==> config.mk <==
export PLATFORM = sky130hd
export DESIGN_NAME = psg_write_queue
export DESIGN_NICKNAME = d
export VERILOG_FILES = /design/src/rtl/psg_write_queue.sv
export SDC_FILE = /design/constraint.sdc
export NUM_CORES = 1
export LEC_CHECK = 0
export BUFFER_PORTS_ARGS = -buffer_cell sky130_fd_sc_hd__buf_2
export CAP_MARGIN = 15
export CORE_ASPECT_RATIO = 0.8
export CORE_MARGIN = 2
export CORE_UTILIZATION = 59
export CTS_BUF_LIST = sky130_fd_sc_hd__clkbuf_16
export DETAILED_ROUTE_END_ITERATION = 10
export PLACE_DENSITY_LB_ADDON = 0.08
export SYNTH_ARGS = -nofsm -noshare
export SYNTH_HDL_FRONTEND = slang
export SYNTH_SLANG_ARGS = --single-unit
==> constraint.sdc <==
create_clock -name CLK -period 3.56 [get_ports CLK]
set_clock_uncertainty 0.15 [all_clocks]
set_input_delay 0.356 -clock CLK [delete_from_list [all_inputs] [get_ports CLK]]
set_output_delay 0.356 -clock CLK [all_outputs]
set_load 0.005 [all_outputs]
==> src/rtl/psg_write_queue.sv <==
`timescale 1ns/1ps
// psg_write_queue
// Bus-side write buffer and strobe sequencer in front of the PSG.
// CPU command bytes are captured into a DEPTH-entry FIFO at bus speed and
// replayed one at a time onto the PSG nWE/nCE/D port, paced by PSG_READY.
// Optional feature macro: PSG_WRQ_OVF_EN builds the sticky overflow flag
// BUS_OVF. When it is undefined, BUS_OVF is tied low and no flop is built.
module psg_write_queue #(
  parameter int DEPTH   = 8,
  parameter int TIMEOUT = 4
) (
  input  logic       CLK,
  input  logic       nRST,
  input  logic       BUS_WR,
  input  logic [7:0] BUS_D,
  output logic       BUS_FULL,
  output logic       BUS_OVF,
  output logic       PSG_nWE,
  output logic       PSG_nCE,
  output logic [7:0] PSG_D,
  input  logic       PSG_READY
);

  localparam int PTR_W = (DEPTH > 1) ? $clog2(DEPTH) : 1;
  localparam int CNT_W = $clog2(DEPTH) + 1;
  localparam int TMO_W = (TIMEOUT > 1) ? $clog2(TIMEOUT) : 1;

  typedef enum logic [1:0] {
    ST_IDLE,
    ST_STROBE,
    ST_WAIT_LO
  } state_e;

  state_e             state_q, state_d;
  logic [7:0]         mem_q [DEPTH];
  logic [PTR_W-1:0]   wr_ptr_q, wr_ptr_d;
  logic [PTR_W-1:0]   rd_ptr_q, rd_ptr_d;
  logic [CNT_W-1:0]   count_q, count_d;
  logic [TMO_W-1:0]   tmo_q, tmo_d;
  logic               nwe_q, nwe_d;
  logic [7:0]         psg_d_q, psg_d_d;
  logic               full;
  logic               push;
  logic               pop;

  assign full     = (count_q == CNT_W'(DEPTH));
  assign BUS_FULL = full;
  assign PSG_nWE  = nwe_q;
  assign PSG_nCE  = nwe_q;
  assign PSG_D    = psg_d_q;

  // Strobe sequencer: launch a one-cycle strobe from the FIFO head when the
  // PSG is ready, then wait (bounded) for READY to drop before the next one.
  always_comb begin
    state_d = state_q;
    nwe_d   = nwe_q;
    psg_d_d = psg_d_q;
    tmo_d   = tmo_q;
    pop     = 1'b0;
    case (state_q)
      ST_IDLE: begin
        if ((count_q != '0) && PSG_READY) begin
          pop     = 1'b1;
          psg_d_d = mem_q[rd_ptr_q];
          nwe_d   = 1'b0;
          state_d = ST_STROBE;
        end
      end
      ST_STROBE: begin
        nwe_d   = 1'b1;
        tmo_d   = '0;
        state_d = ST_WAIT_LO;
      end
      ST_WAIT_LO: begin
        if (!PSG_READY) begin
          state_d = ST_IDLE;
        end else if (tmo_q == TMO_W'(TIMEOUT - 1)) begin
          state_d = ST_IDLE;
        end else begin
          tmo_d = tmo_q + TMO_W'(1);
        end
      end
      default: begin
        nwe_d   = 1'b1;
        state_d = ST_IDLE;
      end
    endcase
  end

  // FIFO bookkeeping: a full FIFO still accepts a byte on the edge it pops.
  always_comb begin
    push     = BUS_WR && (!full || pop);
    wr_ptr_d = wr_ptr_q;
    rd_ptr_d = rd_ptr_q;
    count_d  = count_q;
    if (push) begin
      wr_ptr_d = wr_ptr_q + PTR_W'(1);
    end
    if (pop) begin
      rd_ptr_d = rd_ptr_q + PTR_W'(1);
    end
    if (push && !pop) begin
      count_d = count_q + CNT_W'(1);
    end else if (pop && !push) begin
      count_d = count_q - CNT_W'(1);
    end
  end

  // Control and output registers; reset forces the strobe high at once.
  always_ff @(posedge CLK or negedge nRST) begin
    if (!nRST) begin
      state_q  <= ST_IDLE;
      wr_ptr_q <= '0;
      rd_ptr_q <= '0;
      count_q  <= '0;
      tmo_q    <= '0;
      nwe_q    <= 1'b1;
      psg_d_q  <= 8'h00;
    end else begin
      state_q  <= state_d;
      wr_ptr_q <= wr_ptr_d;
      rd_ptr_q <= rd_ptr_d;
      count_q  <= count_d;
      tmo_q    <= tmo_d;
      nwe_q    <= nwe_d;
      psg_d_q  <= psg_d_d;
    end
  end

  // FIFO storage; contents are only meaningful between the pointers.
  always_ff @(posedge CLK) begin
    if (push) begin
      mem_q[wr_ptr_q] <= BUS_D;
    end
  end

`ifdef PSG_WRQ_OVF_EN
  logic ovf_q, ovf_d;

  // Sticky overflow: any write that found the FIFO full with no pop is lost.
  always_comb begin
    ovf_d = ovf_q | (BUS_WR && !push);
  end

  // Overflow flag register, cleared only by reset.
  always_ff @(posedge CLK or negedge nRST) begin
    if (!nRST) begin
      ovf_q <= 1'b0;
    end else begin
      ovf_q <= ovf_d;
    end
  end

  assign BUS_OVF = ovf_q;
`else
  assign BUS_OVF = 1'b0;
`endif

endmodule

==> impl_metrics.env, run 1 <==
export IMPL_hold_path_class="input port to register"
export IMPL_place_hpwl_mm=4.08
export IMPL_postSynth_asyncResetShare_pct=26.4
export IMPL_die_h_um=73.8
export IMPL_antenna_found_initial=0
export IMPL_cts_buffers=9
export IMPL_route_met3_wl_um=369
export IMPL_synth_enable_flop_cells=64
export IMPL_cts_setup_buffers=0
export IMPL_io_buffers=22
export IMPL_r2r_slack_ns=0.62
export IMPL_layout_commonest_cell="edfxtp_1"
export IMPL_drc=0
export IMPL_first_pass_iters=4
export IMPL_max_freq_mhz=340
export IMPL_grt_pass1_vias=1845
export IMPL_cp_arrival_ns=2.98
export IMPL_slew_headroom_pct=32.9
export IMPL_wl_mm=6.32
export IMPL_utilization_pct=69.0
export IMPL_ys_flop_type="edfxtp_1"
export IMPL_clkSlewWorstSetupHoldPaths_ns=0.06
export IMPL_grt_start_max_net_pins=24
export IMPL_cts_tree="built"
export IMPL_clk_latency_ns=0.33
export IMPL_peakVddDrop_mv=0.513
export IMPL_vias_per_cell=5.69
export IMPL_yosysTopAreaCell="edfxtp_1"
export IMPL_dr_wl_met2_mm=3.15
export IMPL_grt_pass1_wl_mm=10.1
export IMPL_io_pins=24
export IMPL_tns_ns=0
export IMPL_power_density_nw_per_um2=850
export IMPL_grt_overflow=0
export IMPL_critPathKind="register to register"
export IMPL_yosysWarnings=0
export IMPL_syn2layout_area_growth_pct=13.5
export IMPL_ys_ff_latch=87
export IMPL_drt_iter0_markers=189
export IMPL_status="complete, no violations"
export IMPL_vias=1832
export IMPL_dr_max_layer_used="met4"
export IMPL_crit_fanout=5
export IMPL_antenna_cells=0
export IMPL_synth_area_leaders="edfxtp_1 53%, dfrtp_1 15%, mux4_2 10%, mux2i_1 2.8%, ha_1 2.1%"
export IMPL_dieArea_um2=6740
export IMPL_htreeDepth=3
export IMPL_gp_congestion=0.832
export IMPL_netlist_area_um2=3590
export IMPL_layout_common_cells="64 x edfxtp_1, 22 x dfrtp_1, 22 x buf_2, 18 x nor2_1, 16 x mux4_2"
export IMPL_timing_final_hold_violations=0
export IMPL_yosysUniqueCellTypes=38
export IMPL_drive_above_1_share_pct=28.2
export IMPL_yosysSeqAreaShare_pct=69.5
export IMPL_worstPathRequired_ns=3.60
export IMPL_slew_viol_final=0
export IMPL_rsz0062_at_grt="no"
export IMPL_cts_sinks=87
export IMPL_cp_start_kind="register"
export IMPL_maxCapViolCount=0
export IMPL_worst_pin_slew_ns=1.00
export IMPL_cts_root_buf="clkbuf_16"
export IMPL_cts_buffer_depth=2
export IMPL_nets=255
export IMPL_syn_inst=206
export IMPL_track_usage_pct=21.3
export IMPL_die_x_um=91.3
export IMPL_yosys_area_top_type_share_pct=53.5
export IMPL_synth_avg_cell_area_um2=17.4
export IMPL_timing_final_crit_period_ns=2.94
export IMPL_end_kind="register"
export IMPL_setup_violations=0
export IMPL_synth_nets=225
export IMPL_p_leak_nw=1.51
export IMPL_drtAntennaViolNets=0
export IMPL_fp_row_count=25
export IMPL_core_area_um2=5910
export IMPL_wl_met1_mm=2.69
export IMPL_start_util_pct=60.8
export IMPL_post_drt_wl_per_cell_um=19.6
export IMPL_fin_crit_sh_pct=82.7
==> cells in the mapped netlist, types with 3 or more instances <==
| master | number |
|---|---|
| edfxtp_1 | 64 |
| inv_1 | 5 |
| a21oi_1 | 9 |
| mux4_2 | 16 |
| nor3_1 | 5 |
| buf_2 | 4 |
| dfrtp_1 | 22 |
| ha_1 | 6 |
| nor2_1 | 18 |
| xnor2_1 | 5 |
| mux2i_1 | 10 |
| o21ai_0 | 3 |
| nand2_1 | 7 |
==> cell families (layout without fill, tap and decap cells) <==
kind of cell             Yosys count  in the layout  synth area share (%)
AO/OA/AOI/OAI                     18             18                  2.92
multiplexers                      30             30                  14.2
adder cells (fa/ha/maj)            7              7                  2.65
other                              1              1                 0.104
XOR/XNOR                           6              6                  1.46
flip-flops                        87             87                  69.5
buffers and inverters             15             50                  2.78
AND/OR/NAND/NOR                   42             42                  6.40
==> where the power goes <==
| group | total [mW] | internal (mW) | switching, mW |
|---|---|---|---|
| Sequential | 1.58 | 1.34 | 0.242 |
| Clock | 0.874 | 0.531 | 0.343 |
| Combinational | 1.01 | 0.544 | 0.465 |
==> layout make-up <==
type,count,area (um2)
multi-input cells,104,996
inverters,5,18.8
flip-flops and latches,87,2500
clock buffers,9,225
fillers,389,1830
clock inverters,7,56.3
well taps,81,101
repair buffers,29,185
==> state kept, by name, indices dropped and copies added, names as in the netlist <==
| signal | flops |
|---|---|
| mem_q | 64 |
| PSG_D | 8 |
| count_q | 4 |
| rd_ptr_q | 3 |
| wr_ptr_q | 3 |
| state_q | 2 |
| tmo_q | 2 |
| PSG_nCE | 1 |
==> worst max-delay path: stages, from the launching register on <==
cell and delay, ns:
dfrtp_1 0.47, nor4b_2 0.46, nand2_4 0.11, nand2_4 0.11, inv_1 0.05, ha_1 0.22
inv_1 0.16, ha_1 0.26, a21o_1 0.21, a2111oi_0 0.42, o31ai_1 0.17
==> what timing repair did <==
action / CTS / global route
gates resized for setup: 0 / 0
hold buffers: 1 / 0
endpoints found under the hold margin: 22 / 0
==> metrics by stage <==
stage	hold slack, ns	cell area, um2	power, mW	setup WS (ns)	std cells
global placement	0.205	3760	2.51	0.863	304
floorplan	-0.0896	3590	2.33	0.790	206
global route	0.149	4080	3.66	0.398	322
finish	0.141	4080	3.47	0.617	322
detailed placement	0.224	3760	2.58	0.645	304
CTS	0.135	4050	3.46	0.639	321
==> layer usage <==
| layer | GRT usage, % | vias to the layer above |
|---|---|---|
| met2 | 34.2 | 55 |
| met5 | 0 | - |
| met3 | 5.95 | 11 |
| li1 | - | 843 |
| met1 | 28.5 | 923 |
| met4 | 8.25 | 0 |
==> final timing paths <==
| check | startpoint | end | cells past startpoint |
|---|---|---|---|
| worst max-delay path | count_q[0] | count_q[3] | 10 |
| min in group asynchronous | nRST | tmo_q[1] | 2 |
| worst max register to register | count_q[0] | count_q[3] | 10 |
| worst min register to register | PSG_nCE | PSG_nCE | 2 |
| max in group asynchronous | nRST | wr_ptr_q[2] | 2 |
| worst min-delay path | BUS_D[1] | mem_q[3][1] | 1 |
(Power assumes the default switching activity.)
==> run 2: changes to the inputs <==
--- a/config.mk
+++ b/config.mk
@@ -9,7 +9,7 @@
 export CAP_MARGIN = 15
 export CORE_ASPECT_RATIO = 0.8
 export CORE_MARGIN = 2
-export CORE_UTILIZATION = 59
+export CORE_UTILIZATION = 54
 export CTS_BUF_LIST = sky130_fd_sc_hd__clkbuf_16
 export DETAILED_ROUTE_END_ITERATION = 10
 export PLACE_DENSITY_LB_ADDON = 0.08
==> constraint.sdc (replaced) <==
create_clock -name CLK -period 2.62 [get_ports CLK]
set_clock_uncertainty 0.15 [all_clocks]
set_input_delay 0.262 -clock CLK [delete_from_list [all_inputs] [get_ports CLK]]
set_output_delay 0.262 -clock CLK [all_outputs]
set_load 0.005 [all_outputs]
==> impl_metrics.env, run 2 (same netlist as run 1, synthesis figures left out) <==
export IMPL_syn2layout_area_growth_pct=18.1
export IMPL_die_h_um=77.0
export IMPL_post_route_cell_area_um2=4250
export IMPL_slew_viol_final=0
export IMPL_placed_area_um2=3850
export IMPL_first_pass_iters=4
export IMPL_utilization_pct=66.2
export IMPL_drtAntennaViolNets=0
export IMPL_r2r_start="state_q[0]"
export IMPL_post_drt_wl_per_cell_um=19.1
export IMPL_worst_pin_slew_ns=0.552
export IMPL_setup_violations=0
export IMPL_dieArea_um2=7330
export IMPL_cp_arrival_ns=2.62
export IMPL_pre_cts_slack_ns=-0.0330
export IMPL_io_pins=24
export IMPL_grt_pass1_vias=1892
export IMPL_io_buffers=22
export IMPL_timing_final_hold_violations=0
export IMPL_cp_start_kind="register"
export IMPL_critPathKind="register to register"
export IMPL_fin_ws_ns=0.0546
export IMPL_cts_buffers=9
export IMPL_critPathLaunch="state_q[0]"
export IMPL_grt_overflow=0
export IMPL_vias=1916
export IMPL_gp_congestion=0.709
export IMPL_end_kind="register"
export IMPL_crit_chain="or3b_4 -> nand2_4 -> nand2_4 -> inv_1 -> ha_4 -> inv_4 -> ha_1 -> a21o_1 -> a21oi_2 -> mux2i_1 -> o31ai_1"
export IMPL_worstPathRequired_ns=2.68
export IMPL_track_usage_pct=20.1
export IMPL_status="complete, no violations"
export IMPL_crit_fanout=5
export IMPL_max_freq_mhz=390
export IMPL_power_density_nw_per_um2=1180
export IMPL_cts_buffer_depth=2
export IMPL_cp_slowest_cell="or3b_4"
export IMPL_tns_ns=0
export IMPL_fp_row_count=26
export IMPL_slew_headroom_pct=63.2
export IMPL_place_hpwl_mm=4.14
export IMPL_min_from="BUS_D[4]"
export IMPL_worst_path_most_repeated_cell="nand2_4"
export IMPL_maxCapViolCount=0
export IMPL_drt_iter0_markers=99
export IMPL_drive_above_1_share_pct=34.9
export IMPL_largest_reg_flops=64
export IMPL_die_x_um=95.2
export IMPL_htreeDepth=3
export IMPL_core_area_um2=6410
export IMPL_cts_tree="built"
export IMPL_clkSlewWorstSetupHoldPaths_ns=0.06
export IMPL_layout_common_cells="64 x edfxtp_1, 22 x buf_2, 21 x dfrtp_1, 20 x buf_4, 18 x nor2_1"
export IMPL_cts_sinks=87
export IMPL_nets=269
export IMPL_wl_mm=6.48
export IMPL_drc=0
export IMPL_critical_path_max_stage_delay_ns=0.43
export IMPL_r2r_slack_ns=0.05
export IMPL_p_leak_nw=1.58
export IMPL_peakVddDrop_mv=0.546
export IMPL_vias_per_cell=5.65
export IMPL_cts_root_buf="clkbuf_16"
export IMPL_hold_path_class="input port to register"
export IMPL_layout_commonest_cell="edfxtp_1"
export IMPL_grt_start_max_net_pins=24
export IMPL_timing_final_crit_period_ns=2.57
export IMPL_fin_crit_sh_pct=97.9
export IMPL_top_register="mem_q"
export IMPL_clk_latency_ns=0.33
export IMPL_antenna_cells=0
export IMPL_grt_pass1_wl_mm=10.4
export IMPL_start_util_pct=56.1
export IMPL_antenna_found_initial=0
[run 2: cell count changes in the layout (fill, tap and decap cells not counted), moves of 2 or more]
cell	before	now
clkinv_1	2	0
clkinvlp_4	0	2
buf_4	5	20
clkinv_2	3	0
[run 2: per-stage QoR]
step | power (mW) | std cells | hold WS, ns
2_1_floorplan | 3.19 | 206 | -0.184
3_3_place_gp | 3.51 | 317 | 0.118
3_5_place_dp | 3.61 | 317 | 0.133
4_1_cts | 4.97 | 334 | 0.0357
5_1_grt | 5.31 | 339 | 0.0525
6_report | 5.01 | 339 | 0.0432
[run 2: area by class of cell]
cell class,instances,area (um2)
Clock buffer,9,225
Clock inverter,7,96.3
Timing Repair Buffer,43,270
Multi-Input combinational cell,104,1030
Inverter,5,21.3
Fill cell,444,2160
Tap cell,84,105
Sequential cell,87,2500
[run 2: timing repair]
item                                    4_1_cts  5_1_grt
hold buffers                                  1        0
pin swaps                                     0        5
setup buffers                                 0        5
hold endpoints to repair                     22        0
gates resized for setup                       1        4
endpoints found under the setup margin        1        1
[run 2: worst max-delay path, delay by kind of cell, from the launching register on]
| family | cells | cell delay, ns |
|---|---|---|
| AO/OA/AOI/OAI | 3 | 0.47 |
| adder cells (fa/ha/maj) | 2 | 0.46 |
| buffers and inverters | 2 | 0.15 |
| flip-flops | 1 | 0.38 |
| multiplexers | 1 | 0.22 |
| AND/OR/NAND/NOR | 3 | 0.61 |
[run 2: per-layer routing]
metal	track usage (%)	routed length, um	part of all wire, %
met4	3.91	48	0.74
met1	27.8	2810	43
met5	0	0	0
met3	6.19	247	3.8
met2	32.0	3380	52
[run 2: power breakdown]
group,leakage [nW],switching [mW],internal [mW]
logic,0.581,0.818,0.831
clock network,0.153,0.497,0.835
registers,0.848,0.198,1.83
[run 2: path summary, 6_finish.rpt]
kind | endpoint | cells after the start
worst min-delay path | mem_q[0][4] | 1
worst min register to register | PSG_nCE | 2
max in group asynchronous | count_q[1] | 2
worst max register to register | count_q[3] | 11
min in group asynchronous | rd_ptr_q[0] | 2
worst max-delay path | count_q[3] | 11
